<file path="src/rtl/lsu_pkg.sv">
// Shared types for the load/store unit.
//   opcode_t    : memory opcodes (MIPS primary-opcode encoding) plus a
//                 non-memory OP_NOP code used as the idle/reset value.
//   lsu_state_t : IDLE / ACCESS / DONE transaction state.
//   is_load / is_store / is_mem : opcode class helpers.
package lsu_pkg;

    typedef enum logic [5:0] {
        OP_NOP = 6'h00,
        OP_LB  = 6'h20,
        OP_LH  = 6'h21,
        OP_LW  = 6'h23,
        OP_LBU = 6'h24,
        OP_LHU = 6'h25,
        OP_SB  = 6'h28,
        OP_SH  = 6'h29,
        OP_SW  = 6'h2B
    } opcode_t;

    typedef enum logic [1:0] {
        IDLE   = 2'd0,
        ACCESS = 2'd1,
        DONE   = 2'd2
    } lsu_state_t;

    function automatic logic is_load(input opcode_t op);
        return (op == OP_LB) || (op == OP_LBU) || (op == OP_LH) ||
               (op == OP_LHU) || (op == OP_LW);
    endfunction

    function automatic logic is_store(input opcode_t op);
        return (op == OP_SB) || (op == OP_SH) || (op == OP_SW);
    endfunction

    function automatic logic is_mem(input opcode_t op);
        return is_load(op) || is_store(op);
    endfunction

endpackage

</file>
<file path="src/rtl/lsu_align.sv">
// Purely combinational byte-lane logic for the load/store unit.
//   opcode_i     : access opcode
//   offset_i     : byte offset within the word (ea[1:0])
//   rt_i         : right-justified store data
//   readdata_i   : raw word returned by the bus
//   byteenable_o : active byte lanes for the access
//   writedata_o  : store data replicated across the lanes
//   load_data_o  : extracted, sign/zero-extended load result
//   misaligned_o : half on odd address or word on non-zero offset
module lsu_align
    import lsu_pkg::*;
(
    input  opcode_t     opcode_i,
    input  logic [1:0]  offset_i,
    input  logic [31:0] rt_i,
    input  logic [31:0] readdata_i,
    output logic [3:0]  byteenable_o,
    output logic [31:0] writedata_o,
    output logic [31:0] load_data_o,
    output logic        misaligned_o
);

    logic [7:0]  lane [4];
    logic [7:0]  sel_byte;
    logic [15:0] sel_half;

    for (genvar gi = 0; gi < 4; gi++) begin : g_lane
        assign lane[gi] = readdata_i[8*gi +: 8];
    end

    // Half selection only looks at offset[1]; odd offsets never reach the
    // bus because they are rejected as misaligned.
    assign sel_byte = lane[offset_i];
    assign sel_half = {lane[{offset_i[1], 1'b1}], lane[{offset_i[1], 1'b0}]};

    always_comb begin
        byteenable_o = 4'b0000;
        writedata_o  = 32'h0;
        load_data_o  = 32'h0;
        misaligned_o = 1'b0;
        case (opcode_i)
            OP_LB, OP_LBU, OP_SB: begin
                byteenable_o = 4'b0001 << offset_i;
                writedata_o  = {4{rt_i[7:0]}};
                load_data_o  = (opcode_i == OP_LB) ? {{24{sel_byte[7]}}, sel_byte}
                                                   : {24'h0, sel_byte};
            end
            OP_LH, OP_LHU, OP_SH: begin
                byteenable_o = 4'b0011 << {offset_i[1], 1'b0};
                writedata_o  = {2{rt_i[15:0]}};
                load_data_o  = (opcode_i == OP_LH) ? {{16{sel_half[15]}}, sel_half}
                                                   : {16'h0, sel_half};
                misaligned_o = offset_i[0];
            end
            OP_LW, OP_SW: begin
                byteenable_o = 4'b1111;
                writedata_o  = rt_i;
                load_data_o  = readdata_i;
                misaligned_o = |offset_i;
            end
            default: ;
        endcase
    end

endmodule

</file>
<file path="src/rtl/lsu.sv">
// Load/store unit: runs one Avalon-style data-memory transaction per
// accepted request and stalls the pipeline until it completes.
//   clk, reset_n          : clock, synchronous active-low reset
//   req_i, opcode_i       : request valid and memory opcode
//   effective_address_i   : byte address, rt_i : right-justified store data
//   load_data_o, done_o   : extended load result and completion pulse
//   addr_error_o          : misaligned request rejected (one cycle)
//   stall_o               : pipeline hold
//   address_o, read_o, write_o, byteenable_o, writedata_o : bus command
//   waitrequest_i, readdata_i : bus response
module lsu
    import lsu_pkg::*;
(
    input  logic        clk,
    input  logic        reset_n,
    input  logic        req_i,
    input  opcode_t     opcode_i,
    input  logic [31:0] effective_address_i,
    input  logic [31:0] rt_i,
    output logic [31:0] load_data_o,
    output logic        done_o,
    output logic        addr_error_o,
    output logic        stall_o,
    output logic [31:0] address_o,
    output logic        read_o,
    output logic        write_o,
    output logic [3:0]  byteenable_o,
    output logic [31:0] writedata_o,
    input  logic        waitrequest_i,
    input  logic [31:0] readdata_i
);

    lsu_state_t  state_q, state_d;
    opcode_t     op_q, op_d;
    logic [1:0]  offset_q, offset_d;
    logic [31:0] address_q, address_d;
    logic        read_q, read_d;
    logic        write_q, write_d;
    logic [3:0]  byteenable_q, byteenable_d;
    logic [31:0] writedata_q, writedata_d;
    logic [31:0] load_data_q, load_data_d;

    opcode_t     align_op;
    logic [1:0]  align_offset;
    logic [3:0]  align_be;
    logic [31:0] align_wd;
    logic [31:0] align_ld;
    logic        align_misaligned;
    logic        mem_req;
    logic        accept;

    // The single lane unit is shared: in IDLE it decodes the incoming
    // request (enables, store data, alignment); in ACCESS it extracts the
    // load result from the latched opcode and offset.
    assign align_op     = (state_q == ACCESS) ? op_q     : opcode_i;
    assign align_offset = (state_q == ACCESS) ? offset_q : effective_address_i[1:0];

    lsu_align u_align (
        .opcode_i     (align_op),
        .offset_i     (align_offset),
        .rt_i         (rt_i),
        .readdata_i   (readdata_i),
        .byteenable_o (align_be),
        .writedata_o  (align_wd),
        .load_data_o  (align_ld),
        .misaligned_o (align_misaligned)
    );

    assign mem_req = req_i && is_mem(opcode_i);
    assign accept  = (state_q == IDLE) && mem_req && !align_misaligned;

    // State register
    always_ff @(posedge clk) begin
        if (!reset_n) begin
            state_q <= IDLE;
        end else begin
            state_q <= state_d;
        end
    end

    // Next-state logic
    always_comb begin
        state_d = state_q;
        case (state_q)
            IDLE:    if (accept)         state_d = ACCESS;
            ACCESS:  if (!waitrequest_i) state_d = DONE;
            DONE:                        state_d = IDLE;
            default:                     state_d = IDLE;
        endcase
    end

    // FSM outputs
    always_comb begin
        done_o       = (state_q == DONE);
        stall_o      = accept || (state_q == ACCESS);
        addr_error_o = (state_q == IDLE) && mem_req && align_misaligned;
    end

    // Bus command and load result registers
    always_comb begin
        op_d         = op_q;
        offset_d     = offset_q;
        address_d    = address_q;
        read_d       = read_q;
        write_d      = write_q;
        byteenable_d = byteenable_q;
        writedata_d  = writedata_q;
        load_data_d  = load_data_q;
        if (accept) begin
            op_d         = opcode_i;
            offset_d     = effective_address_i[1:0];
            address_d    = {effective_address_i[31:2], 2'b00};
            read_d       = is_load(opcode_i);
            write_d      = is_store(opcode_i);
            byteenable_d = align_be;
            writedata_d  = align_wd;
        end else if ((state_q == ACCESS) && !waitrequest_i) begin
            read_d  = 1'b0;
            write_d = 1'b0;
            if (is_load(op_q)) begin
                load_data_d = align_ld;
            end
        end
    end

    always_ff @(posedge clk) begin
        if (!reset_n) begin
            op_q         <= OP_NOP;
            offset_q     <= 2'b00;
            address_q    <= 32'h0;
            read_q       <= 1'b0;
            write_q      <= 1'b0;
            byteenable_q <= 4'b0000;
            writedata_q  <= 32'h0;
            load_data_q  <= 32'h0;
        end else begin
            op_q         <= op_d;
            offset_q     <= offset_d;
            address_q    <= address_d;
            read_q       <= read_d;
            write_q      <= write_d;
            byteenable_q <= byteenable_d;
            writedata_q  <= writedata_d;
            load_data_q  <= load_data_d;
        end
    end

    assign address_o    = address_q;
    assign read_o       = read_q;
    assign write_o      = write_q;
    assign byteenable_o = byteenable_q;
    assign writedata_o  = writedata_q;
    assign load_data_o  = load_data_q;

endmodule

</file>
<file path="config.mk">
export PLATFORM = sky130hd
export DESIGN_NAME = lsu
export DESIGN_NICKNAME = d
export VERILOG_FILES = /design/src/rtl/lsu_pkg.sv /design/src/rtl/lsu_align.sv /design/src/rtl/lsu.sv
export SDC_FILE = /design/constraint.sdc
export NUM_CORES = 1
export LEC_CHECK = 0
export ABC_AREA = 1
export BUFFER_PORTS_ARGS = -buffer_cell sky130_fd_sc_hd__buf_2
export CORE_ASPECT_RATIO = 0.6
export CORE_UTILIZATION = 40
export DETAILED_ROUTE_END_ITERATION = 16
export PLACE_DENSITY_LB_ADDON = 0.2
export SYNTH_ARGS = -nofsm -noshare
export SYNTH_HDL_FRONTEND = slang
export SYNTH_SLANG_ARGS = --single-unit
</file>
<file path="constraint.sdc">
create_clock -name clk -period 2.9 [get_ports clk]
set_input_delay 0.145 -clock clk [delete_from_list [all_inputs] [get_ports clk]]
set_output_delay 0.145 -clock clk [all_outputs]
set_load 0.05 [all_outputs]
</file>
# Word-level counts from Yosys, hierarchy flattened
# Index checks and enable logic that the tools add are counted.
[totals]
regBits = 110
out_inout_bits = 105
[classes]
magnitude_cmp = 3
n_eq_ne = 25
shifts = 2
mux = 23
bitwise_logic = 4
reduce_logical = 27
[ops]
columns = ["cell", "count"]
rows = [
  ["32-bit case mux with 3 select lines", 2],
  ["6-bit equality test, second input constant", 21],
  ["32-bit two-way mux", 2],
  ["8-bit binary-select mux with 2-bit select", 3],
  ["8-bit two-way mux", 6],
  ["1-bit logical OR", 12],
  ["4-bit case mux with 3 select lines", 1],
  ["3-bit greater-or-equal comparator, second input constant", 3],
  ["2-bit NOT with 3-bit output", 3],
  ["2-bit two-way mux", 3],
  ["6-bit two-way mux", 1],
  ["3-bit OR reduction", 2],
  ["1-bit logical AND", 5],
  ["2-bit inequality test, second input constant", 2],
  ["2-bit case mux with 2 select lines", 1],
  ["2-bit OR reduction", 2],
  ["1-bit by 2-bit left shift with 4-bit output, first input constant", 1],
  ["2-bit by 2-bit left shift with 4-bit output, first input constant", 1],
  ["1-bit two-way mux", 3],
  ["3-bit AND reduction", 1],
  ["2-bit by 1-bit equality test with 1-bit output, second input constant", 1],
  ["2-bit equality test, second input constant", 1],
  ["1-bit zero test", 2],
  ["2-bit zero test", 1],
  ["4 further kinds", 4],
]

# Depth between registers and ports, before layout
[depth]
depth_word = 11
depth_mapped = 15
mapped_depth_nobuf = 13

# By module
# A second synthesis with hierarchy kept.
[unflattened]
hier_cells = 1032
hier_area_um2 = 6143.4
[modules_own_cells]
columns = ["module", "instances", "cells_each", "area_each_um2"]
rows = [
  ["lsu", 1, 655, 4495.6],
  ["lsu_align", 1, 377, 1647.8],
]

# Worst setup path before layout
# No wires, ideal clock.
[synth_path]
path_kind = "register to output"
start = "register state_q[0]"
end = "output port addr_error_o"
arrival_ns = 1.987
t_required_ns = 2.755
setup_slack_ns = 0.768
path_stages_with_launch = 10
cell_sequence = "dfxtp_1 buf_4 nand2_2 buf_4 nand2_1 nand2_1 nand2_1 nor2_2 o21ai_2 a21oi_1"
[synth_between]
elab_chain_cells = 6
[synth_lines]
columns = ["element", "line", "rtl"]
rows = [
  ["from (decl)", "lsu.sv:33", "lsu_state_t state_q, state_d;"],
  ["from (signal assigned)", "lsu.sv:77", "state_q <= state_d;"],
  ["2-bit by 1-bit equality test with 1-bit output", "lsu.sv:55, lsu.sv:56", ""],
  ["6-bit two-way mux", "lsu.sv:55", "assign align_op = (state_q == ACCESS) ? op_q : opcode_i;"],
  ["6-bit equality test", "lsu_align.sv:41", "case (opcode_i)"],
  ["3-bit OR reduction / 2-bit OR reduction (equally long branches)", "lsu_align.sv:41", ""],
  ["1-bit case mux with 2 select lines", "lsu_align.sv:41", ""],
  ["1-bit logical AND *", "lsu.sv:96", "addr_error_o = (state_q == IDLE) && mem_req && align_misaligned;"],
  ["to (decl)", "lsu.sv:22", "output logic addr_error_o,"],
]
# Mark *: on every way between the ends. The rest lies on a longest branch, timed or not.

# Worst setup path after layout
[layout_path]
start = "register state_q[0]"
end = "output port stall_o"
[layout_between]
elab_chain_cells = 8
[layout_lines]
columns = ["element", "line", "rtl"]
rows = [
  ["2-bit by 1-bit equality test with 1-bit output", "lsu.sv:55, lsu.sv:56, lsu.sv:95", ""],
  ["6-bit two-way mux", "lsu.sv:55", ""],
  ["6-bit equality test", "lsu_align.sv:41", ""],
  ["3-bit OR reduction / 2-bit OR reduction (equally long branches)", "lsu_align.sv:41", ""],
  ["1-bit case mux with 2 select lines", "lsu_align.sv:41", ""],
  ["1-bit zero test", "lsu.sv:70", "assign accept = (state_q == IDLE) && mem_req && !align_misaligned;"],
  ["1-bit logical AND", "lsu.sv:70", ""],
  ["1-bit logical OR *", "lsu.sv:95", "stall_o = accept || (state_q == ACCESS);"],
  ["to (decl)", "lsu.sv:23", "output logic stall_o,"],
]
# Marks and branches as above.

==> reports/metrics.csv <==
stage;metric;value;unit
synth;synth_top_area_share;38.9;%
critical_path;worst_path_largest_cell_delay;520;ps
clock_tree;holdBufCountCts;0;
timing;slew-limit-headroom;48.6;%
synth;synth-seq-cells;110;
timing;slew_viol_final;0;
global_route;grt_max_degree;74;
critical_path;r2r_slack;580;ps
critical_path;crit_arrival;2360;ps
finish;finalNonFillerCells;1302;
clock_tree;clk_latency;340;ps
finish;final_util;51.9;%
drt;routed_wl;17700;um
timing;worst_clock_skew;13.1;ps
critical_path;crit_end;stall_o;
drt;first_iter_violations;617;
clock_tree;cts_tree;done;
pwr;ir_worst_vdd;0.286;mV
synth;yosys.area_share.adder;0;%
synth;synth_xor_xnor_area_share;0;%
worst_hold_path;hp-class;input pin to flop;
timing;rsz0062_at_grt;no;
global_route;grt.overflow.total;0;
finish;fill_cells;1479;
critical_path;worstReg2RegEnd;load_data_o[15];
clock_tree;cts-root-buf;clkbuf_16;
critical_path;crit_fanout;20;
clock_tree;post_cts_buffers;0;
placement;place_hpwl;12500;um
die;ios;211;
synth;synth-warning-count;0;
clock_tree;cts.repair.resized;0;
timing;setup_viol_count_final;0;
critical_path;worstSetupStartpointType;flop;
synth;yosys.area.top_type;dfxtp_1;
critical_path;cp_cell_sequence;nand2_2, nand2_1, nand2_1, nor2_2, nor2_4, nand2_2, nand3_4, nand2_1, buf_2;
timing;hold_slack;39.8;ps
pwr;power.density;457;nW/um2
timing;max_freq;0.400;GHz
clock_tree;cts_buffers;9;
die;fp.dieH;94.2;um
drt;wire_per_inst;13.6;um
synth;postSynthCellCount;924;
critical_path;end_kind;output port;
pwr;p_leak;0.00359;uW
job;maxCapViolations;0;
synth;synth_area;5660;um2
finish;drive_above_1_share;23.4;%
critical_path;slowest_stage;dfxtp_1;
clock_tree;clock_sinks;110;
synth;synth_cell_type_count;25;
global_route;grtUsageTotal;24.2;%
synth;yosys.area_share.simple;39.8;%
critical_path;critical_path.top_delay_family;simple AND/OR/NAND/NOR gates;
synth;yosys-top-cells-count;nand2_1, a21oi_1, dfxtp_1;
timing;worst_pin_slew;766;ps
die;die_w;156;um
finish;areaGrowthSynthToFinish;26.1;%
die;placementRows;33;
global_route;antenna_found_initial;1;
critical_path;path_depth;9;
synth;ys_top_cells_by_area;dfxtp_1, nand2_1, a21oi_1;
clock_tree;htree_levels;3;
critical_path;worstReg2RegStart;state_q[0];
synth;muxShareOfSynthArea;0;%
global_route;grt_pass1_wl;28100;um
drt;via_count;6206;
drt;drtPass1Iterations;6;
critical_path;cp_common_cell;nand2_1;
synth;synth-compound-area-share;11.7;%
global_route;grt_pass1_vias;5364;
drt;remaining_drc_errors;0;
critical_path;worstPathRequired;2760;ps
die;start_util;41.2;%
timing;finalCritPeriodShare;86.2;%
synth;synth-edff-count;0;
critical_path;rr_worst_depth;13;
timing;finalHoldViolations;0;
critical_path;crit_type;flop to output port;
drt;vias_per_cell;4.77;
critical_path;startpoint;state_q[0];
drt;ant_nets;0;
critical_path;timing.critical_path.buf_inv;1;
synth;synth_seq_area_share;38.9;%
clock_tree;clock_path_buffers;2;
synth;async_flop_share;0;%
timing;period_minus_slack;2500;ps
synth;synth.avg_cell_area;6.13;um2
die;die-area;14600;um2
outcome;status;completed;
synth;synth_top_family_by_area;simple AND/OR/NAND/NOR gates;
placement;gp_congestion;0.943;
placement;dpl.cell_count;1285;
clock_tree;path_clk_slew;80;ps
synth;yosysMostFrequentCell;nand2_1;
finish;nNetsFinal;1210;
die;core;13700;um2
timing;setup_tns;0;ps
synth;synth_flop_cell;dfxtp_1;
placement;port_buffers;208;
-- cells by family (layout without fill, tap and decap cells) --
logic type	Yosys count	after routing
buf+inv	127	311
flops	110	110
compound gates	132	132
simple gates	554	554
other cells	1	3
-- where the power goes --
group	internal [uW]	switching, uW
registers	1530	9.82
logic	137	296
clock network	686	603
-- layout make-up --
class	count	area [um2]	area share (%)
Sequential cell	110	2200	30.8
Tap cell	192	240	3.36
Antenna cell	1	2.50	0.0350
Multi-Input combinational cell	688	2930	41.1
Inverter	69	260	3.64
Clock buffer	10	229	3.21
Timing Repair Buffer	226	1200	16.8
Clock inverter	6	73.8	1.03
-- metal layers --
| layer | global-route usage [%] | wire length, um | vias up |
|---|---|---|---|
| met5 | 0 | 0 | - |
| met4 | 5.64 | 178 | 0 |
| met3 | 7.66 | 1900 | 15 |
| met2 | 31.7 | 6690 | 260 |
| met1 | 36.8 | 8930 | 2698 |
| li1 | - | - | 3233 |
-- how the worst min path moves through the flow --
stage / endpoint / slack (ps) / depth (start not counted) / startpoint
2_1_floorplan: writedata_o[0] / 290 / 2 / rt_i[0]
3_3_place_gp: address_o[21] / 400 / 3 / effective_address_i[21]
3_5_place_dp: address_o[31] / 400 / 3 / effective_address_i[31]
4_1_cts: address_o[31] / 30 / 3 / effective_address_i[31]
5_1_grt: address_o[13] / 30 / 3 / effective_address_i[13]
6_report: address_o[31] / 40 / 3 / effective_address_i[31]
-- metrics by stage --
stage | setup slack, ps | area [um2] | power (uW)
after CTS | 222 | 7130 | 3290
after floorplan | 768 | 5670 | 1840
after detailed placement | 540 | 6830 | 2000
final | 399 | 7140 | 3260
after global routing | 173 | 7140 | 3400
after global placement | 579 | 6830 | 2000
-- flip-flops by register name, indices dropped and copies added, names as in the netlist --
| signal | cells |
|---|---|
| byteenable_o | 4 |
| read_o | 1 |
| load_data_o | 32 |
| state_q | 2 |
| op_q | 6 |
| address_o | 30 |
| writedata_o | 32 |
| offset_q | 2 |
| write_o | 1 |
-- worst reg2reg max path, stage by stage (launching register included) --
cell,delay [ps]
dfxtp_1,520
nand2_2,240
nand2_4,230
nand2_2,110
buf_4,220
inv_1,120
nand3_1,70
nand2_1,70
nor2_1,40
nand2_1,50
buf_4,260
nand2_1,110
nand2_1,90
a21oi_1,60
-- cell usage in the layout, fill, tap and decap left out, types with 2 or more instances in the layout --
cell type,count
nand2_2,4
buf_2,208
a21oi_1,114
inv_1,66
clkbuf_16,9
o21ai_1,2
nor2_4,2
dfxtp_1,110
nand2_1,430
buf_4,16
nor2_2,4
nand3b_1,7
o21ai_0,15
nand3_1,61
inv_6,4
buf_12,2
nor2_1,40
inv_2,2
conb_1,2
(Power assumes the default switching activity.)
